`config.mk`:
```
export PLATFORM = sky130hd
export DESIGN_NAME = mem_arbiter
export DESIGN_NICKNAME = d
export VERILOG_FILES = /design/src/rtl/mem_arb_pkg.sv /design/src/rtl/mem_arbiter_wait_counter.sv /design/src/rtl/mem_arbiter.sv
export SDC_FILE = /design/constraint.sdc
export NUM_CORES = 1
export LEC_CHECK = 0
export ABC_AREA = 1
export ABC_CLOCK_PERIOD_IN_PS = 1400
export BUFFER_PORTS_ARGS = -buffer_cell sky130_fd_sc_hd__buf_4
export CORE_AREA = 4 4 62 64
export DETAILED_ROUTE_END_ITERATION = 10
export DIE_AREA = 0 0 66 68
export PLACE_DENSITY = 0.62
export SLEW_MARGIN = 15
export SYNTH_ARGS = -nofsm -noshare
export SYNTH_HDL_FRONTEND = slang
export SYNTH_SLANG_ARGS = --single-unit
export TNS_END_PERCENT = 100
```
`constraint.sdc`:
```
create_clock -name clk -period 1.4 [get_ports clk]
set_input_delay 0.14 -clock clk [delete_from_list [all_inputs] [get_ports clk]]
set_output_delay 0.14 -clock clk [all_outputs]
set_load 0.02 [all_outputs]
```
`src/rtl/mem_arb_pkg.sv`:
```
// Shared types for the two-requester memory arbiter.
// State and grant encodings plus the default access latency.
package mem_arb_pkg;

    typedef enum logic [1:0] {
        IDLE   = 2'd0,
        ACCESS = 2'd1,
        DONE   = 2'd2
    } state_t;

    typedef enum logic {
        GNT_INST = 1'b0,
        GNT_DATA = 1'b1
    } grant_t;

    localparam int LAT_DEFAULT = 2;

endpackage

```
`src/rtl/mem_arbiter_wait_counter.sv`:
```
// 4-bit loadable down-counter timing the ACCESS phase.
// Ports: clk, rst, load, load_val, dec in; zero flag out.
module wait_counter (
    input  logic       clk,
    input  logic       rst,
    input  logic       load,
    input  logic [3:0] load_val,
    input  logic       dec,
    output logic       zero
);

    logic [3:0] cnt;

    always_ff @(posedge clk or posedge rst) begin
        if (rst) begin
            cnt <= '0;
        end else if (load) begin
            cnt <= load_val;
        end else if (dec && cnt != 4'd0) begin
            cnt <= cnt - 4'd1;
        end
    end

    assign zero = (cnt == 4'd0);

endmodule

```
`src/rtl/mem_arbiter.sv`:
```
// Round-robin arbiter sharing one memory port between fetch and data.
// Ports: ireq/iaddr/iack, dreq/dwe/daddr/dwdata/dack, rdata, mem_* port, busy.
module mem_arbiter
    import mem_arb_pkg::*;
#(
    parameter int AW  = 8,
    parameter int DW  = 8,
    // access cycles per transfer, 1..15
    parameter int LAT = LAT_DEFAULT
) (
    input  logic          clk,
    input  logic          rst,
    input  logic          ireq,
    input  logic [AW-1:0] iaddr,
    output logic          iack,
    input  logic          dreq,
    input  logic          dwe,
    input  logic [AW-1:0] daddr,
    input  logic [DW-1:0] dwdata,
    output logic          dack,
    output logic [DW-1:0] rdata,
    output logic [AW-1:0] mem_addr,
    output logic [DW-1:0] mem_wdata,
    input  logic [DW-1:0] mem_rdata,
    output logic          memRead,
    output logic          memWrite,
    output logic          busy
);

    state_t state;
    state_t state_nx;
    grant_t grant;
    grant_t last_grant;
    grant_t pick;
    logic   is_wr;
    logic   start;
    logic   zero;

    assign start = (state == IDLE) && (ireq || dreq);
    assign busy  = (state != IDLE);

    // Contention goes to whoever lost the previous grant.
    always_comb begin
        pick = GNT_INST;
        if (ireq && dreq) begin
            pick = (last_grant == GNT_INST) ? GNT_DATA : GNT_INST;
        end else if (dreq) begin
            pick = GNT_DATA;
        end
    end

    wait_counter u_wait (
        .clk      (clk),
        .rst      (rst),
        .load     (start),
        .load_val (4'(LAT - 1)),
        .dec      (state == ACCESS),
        .zero     (zero)
    );

    // The write flag is frozen at grant so a requester dropping dreq
    // mid-access cannot turn a write into a read.
    always_ff @(posedge clk or posedge rst) begin
        if (rst) begin
            state      <= IDLE;
            grant      <= GNT_INST;
            last_grant <= GNT_DATA;
            is_wr      <= 1'b0;
            rdata      <= '0;
        end else begin
            state <= state_nx;
            if (start) begin
                grant      <= pick;
                last_grant <= pick;
                is_wr      <= (pick == GNT_DATA) && dwe;
            end
            if (state == ACCESS && zero && !is_wr) begin
                rdata <= mem_rdata;
            end
        end
    end

    always_comb begin
        state_nx  = state;
        memRead   = 1'b0;
        memWrite  = 1'b0;
        iack      = 1'b0;
        dack      = 1'b0;
        mem_addr  = '0;
        mem_wdata = '0;
        unique case (state)
            IDLE: begin
                if (ireq || dreq) state_nx = ACCESS;
            end
            ACCESS: begin
                memRead  = !is_wr;
                memWrite = is_wr;
                mem_addr = (grant == GNT_DATA) ? daddr : iaddr;
                if (is_wr) mem_wdata = dwdata;
                if (zero) state_nx = DONE;
            end
            DONE: begin
                iack     = (grant == GNT_INST);
                dack     = (grant == GNT_DATA);
                state_nx = IDLE;
            end
            default: state_nx = IDLE;
        endcase
    end

endmodule

```
==> Word-level counts from Yosys, hierarchy flattened <==
Cells that the tools add are included.
{ "totals": {"regBits": 17, "input_bits": 37, "output_inout_bits": 29, "word_cells": 42} }
{ "op_classes": {"addsub": 1, "eq_ne": 4, "n_mux": 16, "n_bitwise": 1, "n_reduce_logical": 14} }
{ "op_table": {"columns": ["cell", "n"], "rows": [
  ["2-to-1 mux 8 bit", 4],
  ["2-to-1 mux 4 bit", 2],
  ["2-to-1 mux 1 bit", 7],
  ["logical AND 1 bit", 6],
  ["logical NOT 4 bit", 1],
  ["2-to-1 mux 2 bit", 2],
  ["one-hot mux 2 bit (2 select lines)", 1],
  ["nonzero test 2 bit", 2],
  ["nonzero test 4 bit", 1],
  ["subtractor 4 x 1 -> 4 bit (second input constant)", 1],
  ["equality test 2 x 1 -> 1 bit (second input constant)", 1],
  ["equality test 2 bit (second input constant)", 1],
  ["logical NOT 2 bit", 1],
  ["inequality test 2 x 1 -> 1 bit (second input constant)", 1],
  ["inequality test 2 bit (second input constant)", 1],
  ["AND reduction 2 bit", 1],
  ["logical NOT 1 bit", 1],
  ["logical OR 1 bit", 1],
  ["inverter 1 bit", 1]
]} }

==> Logic depth before layout (Yosys ltp) <==
{ "depth": {"ltp_word": 4, "ltp_mapped": 8, "depth_no_buf": 8} }

==> By module <==
From an unflattened synthesis, not the netlist that was laid out.
{ "unflattened": {"hier_cells": 160, "hier_area_um2": 1067.3} }
{ "by_module_without_submodules": {"columns": ["mod", "instances", "cells_each", "area_each_um2", "seq_area_each_um2"], "rows": [
  ["mem_arbiter", 1, 113, 768.2, 326.6],
  ["wait_counter", 1, 47, 299.0, 100.1]
]} }

==> Worst setup path before layout <==
No wires, ideal clock.
{ "synth_timing": {"path_type": "register to output", "start": "register grant", "end": "output port dack", "arrival_time_ns": 1.205, "t_required_ns": 1.260, "setup_slack_ns": 0.055, "path_stages_with_launch": 4, "n_path_buf": 1, "cell_sequence": "dfrtp_1 > buf_2 > clkinv_1 > nor3_1"} }
{ "synth_via": {"elab_chain_len": 1} }
{ "synth_lines": {"columns": ["element", "line", "source"], "rows": [
  ["start: declaration", "mem_arbiter.sv:32", "grant_t grant;"],
  ["start signal: assignment", "mem_arbiter.sv:73", "grant <= pick;"],
  ["2-to-1 mux 1 bit", "mem_arbiter.sv:91", "unique case (state)"],
  ["end: declaration", "mem_arbiter.sv:20", "output logic dack,"]
]} }
No other way between the ends.

==> Worst setup path after layout <==
{ "layout_timing": {"start": "register state[1]", "end": "output port mem_addr[0]"} }
{ "layout_via": {"elab_chain_len": 2} }
{ "layout_lines": {"columns": ["element", "line", "source"], "rows": [
  ["start: declaration", "mem_arbiter.sv:30", "state_t state;"],
  ["start signal: assignment", "mem_arbiter.sv:71", "state <= state_nx;"],
  ["equality test 2 x 1 -> 1 bit", "mem_arbiter.sv:91", null],
  ["2-to-1 mux 8 bit", "mem_arbiter.sv:91", null],
  ["end: declaration", "mem_arbiter.sv:22", "output logic [AW-1:0] mem_addr,"]
]} }
No other way between the ends.

==> results.md <==
- The run finished with clean final reports.
- Global routing used 11.6% of the available tracks across all layers.
- Setup repair after global routing could not meet its margin everywhere.
- The number of global-route vias before repair is 977.
- Measured in cells, the most critical reg-to-reg path has a length of 8.
- The post-synthesis to final-layout area growth is 72.0%.
- The maximum root-to-sink buffer count is 2.
- The synthesized design contains 17 register bits.
- The iteration-0 DRC count of the detailed router is 24.
- The number of nets with antenna violations after detailed routing is 0.
- The die outline area is 4490 um2.
- Detailed placement ended at an HPWL of 2080 um.
- Power spread over the standard cell area amounts to 2210 nW/um2.
- The total non-filler cell area in the finished layout is 1680 um2.
- The worst min-delay path startpoint is mem_rdata[6].
- STA classifies the critical path startpoint as a flip-flop.
- After clock tree synthesis, the clock-pin slew on the worst setup and hold paths is 0.10 ns.
- In the layout the commonest cells are 64 x buf_4, 59 x nand2_1, 14 x dfrtp_1.
- At the worst endpoint, the arrival time is 1.23 ns.
- The number of sinks driven by the clock tree is 17.
- Of all nets on the critical path, the largest fanout is 10.
- The horizontal die dimension is 66 um.
- The kind of capture point of the worst setup path is a primary output.
- The initial antenna violation count is 0.
- Broken down by cell family, the worst path's largest delay share belongs to flip-flops.
- The final critical-path required period is 1.37 ns.
- In the post-synthesis netlist, the biggest area contributors are dfrtp_1 41%, nand2_1 23%, nor2_1 4.6%, a21oi_1 4.1%, nand3_1 3.6%.
- For the pin with the worst max-slew slack, the measured transition is 0.364 ns.
- The region available for standard cell placement spans 3280 um2.
- The path class of the tightest hold or removal check is in2reg.
- The total standard cell area after synthesis is 975 um2.
- In the routed design, unresolved DRC markers number 0.
- Synthesis produced a netlist with a net count of 174.
- The static power due to leakage is 0.884 nW.
- The worst-case vdd ir drop is 1190 uV.
- The routed layout has 1055 vias.
- Clock tree synthesis inserted a total of 3 buffers.
- The boundary pin count is 66.
- The smallest hold slack is 0.0349 ns.
- The launch point of the worst reg-to-reg path is u_wait.cnt[1].
- The setup clock skew after layout is 0.00177 ns.
- The routability congestion estimate from global placement is 0.706.
- The routed design has 2850 um of wire.
- CTS built an H-tree with a depth of 1.
- The cell count after synthesis is 135.
- For this run, the slowest stage of the critical path takes 0.43 ns.
- The tree is rooted in a clkbuf_4.
- The per-cell routed wire length is 11.3 um.
- The placement-stage cell area is 1520 um2.
- The library cell used most frequently in the layout, excluding fill and tap cells, is buf_4.
- The initial utilization of the core area, before any placement, comes to 29.7%.
- Among all stages on the critical path, the largest delay is contributed by dfrtp_1.
- Setup violations remaining at the end of the flow were counted as 0.
- Max-cap violations in this run came to 0.
- The number of slew-limit violations in the final report was 0.
- The row count is 21.
- The final hold violation count is 0.
- The die height is 68 um.
- The number of cells on the worst hold path is 3.
- Setup slack on the worst reg-to-reg path comes out at 0.15 ns.
- The proportion of layout cells with a drive suffix above 1 is 48.3%.
- In this run the tool buffered the top-level ports with 65 buffer cells.
- TritonCTS built the clock tree.
- For this run, the number of Yosys warnings is 0.
- For this run, the post-layout net count is 247.
- The post-route clock period utilization is 97.7%.
- The highest clock rate is 731 MHz.
- Of the post-synthesis cell area, the dominant cell type holds 41.1%.
- The summed negative setup slack over all endpoints is 0 ns.
- The aggregate global routing overflow is 0.
- The later pin in the worst-skew pair is clocked with a latency of 0.29 ns.
- The buffer and inverter count on the worst path is 2.
- The count of TritonRoute iterations in the first routing pass is 3.
- In this run, distinct cell masters in the synthesized netlist total 24.
- The critical path is of the reg2out type.
- In this run the critical register-to-register path is captured at rdata[7].
- At the worst endpoint, the required time is 1.26 ns.
- The routed via count divided by cell count is 4.17.
- The capture endpoint of the worst hold path is rdata[6].
- The cell type with the largest total area after synthesis is dfrtp_1.
- The sequential cell area fraction in the yosys report is 43.8%.
- Entering global routing, the biggest net connects 22 pins.
- The first-pass GRT wire length is 4120 um.
- The final total power is 3.71 mW.
- The count of antenna diodes in the layout is 0.
- The signal on the critical path passes through inv_4, nand2_4, a21oi_2, buf_4.
- In this run the tightest slew margin relative to its limit is 75.7%.
- The mean cell area of the mapped netlist is 7.22 um2.
==> worst max path at each step <==
stage	start	endpoint	slack [ns]	cells after the start
6_report	state[1]	mem_addr[0]	0.03	4
4_1_cts	state[1]	mem_addr[2]	-0.005	4
3_5_place_dp	state[0]	rdata[7]	0.09	6
5_1_grt	state[1]	mem_addr[3]	-0.06	4
2_1_floorplan	grant	dack	0.05	3
3_3_place_gp	state[0]	rdata[4]	0.14	6
==> power by group <==
part	switching, mW	internal [mW]
clock network	0.153	0.111
logic	1.47	1.01
registers	0.222	0.738
total	1.85	1.86
==> Yosys cell counts <==
library cell / count
nand3_1: 7
nand4_1: 1
xor2_1: 1
inv_1: 9
a21oi_2: 1
o21ai_1: 2
inv_2: 1
buf_2: 2
clkinv_4: 1
nor3_1: 2
dfrtp_1: 16
dfstp_2: 1
nand2_1: 59
nor2_1: 12
buf_6: 1
nand2_4: 1
clkbuf_2: 1
clkinv_1: 1
o22ai_1: 1
ha_1: 2
a21oi_1: 8
nor2_4: 2
nand2_2: 2
o21ai_2: 1
==> worst min-delay path, cell delays in order <==
cell and delay [ns]:
buf_4 0.08, nand2_1 0.04, nand2_1 0.04
==> per-stage QoR <==
stage | setup WS (ns) | cells | util [%]
after CTS | -0.00505 | 250 | 47.8
after floorplan | 0.0547 | 135 | -
after detailed placement | 0.0885 | 245 | 46.2
after global routing | -0.0610 | 253 | 51.0
final | 0.0318 | 253 | 51.0
after global placement | 0.136 | 245 | 46.2
==> kinds of logic (layout without fill, tap and decap cells) <==
| logic type | after synthesis | in the layout | synth area share (%) |
|---|---|---|---|
| fa+ha+maj | 2 | 2 | 2.57 |
| buf+inv | 16 | 87 | 7.83 |
| flops | 17 | 17 | 43.8 |
| compound gates | 13 | 13 | 7.57 |
| xor+xnor | 1 | 1 | 0.899 |
| simple gates | 86 | 87 | 37.4 |
==> layout make-up <==
type / instances / area, um2
Sequential cell: 17 / 429
Multi-Input combinational cell: 103 / 552
Fill cell: 332 / 1610
Clock buffer: 4 / 26.3
Inverter: 12 / 53.8
Tap cell: 46 / 57.6
Timing Repair Buffer: 71 / 558
==> sequential cells by signal (all words and copies together), names as in the netlist <==
| signal | cells |
|---|---|
| grant | 1 |
| rdata | 8 |
| is_wr | 1 |
| state | 2 |
| u_wait.cnt | 4 |
| last_grant | 1 |
==> metal layers <==
metal  global-route usage [%]  wire [um]
met3                     4.43        375
met2                     16.4       1200
met5                        0          0
met4                     4.57         21
met1                     15.9       1260
==> repair_timing <==
item / 4_1_cts / 5_1_grt
buffers inserted: 0 / 2
endpoints found under the hold margin: 16 / 0
endpoints found under the setup margin: 19 / 18
pin swaps: 0 / 1
gates cloned: 0 / 1
hold buffers: 1 / 0
resized for setup: 5 / 21
Note: power is estimated with default switching activity, not from simulation.
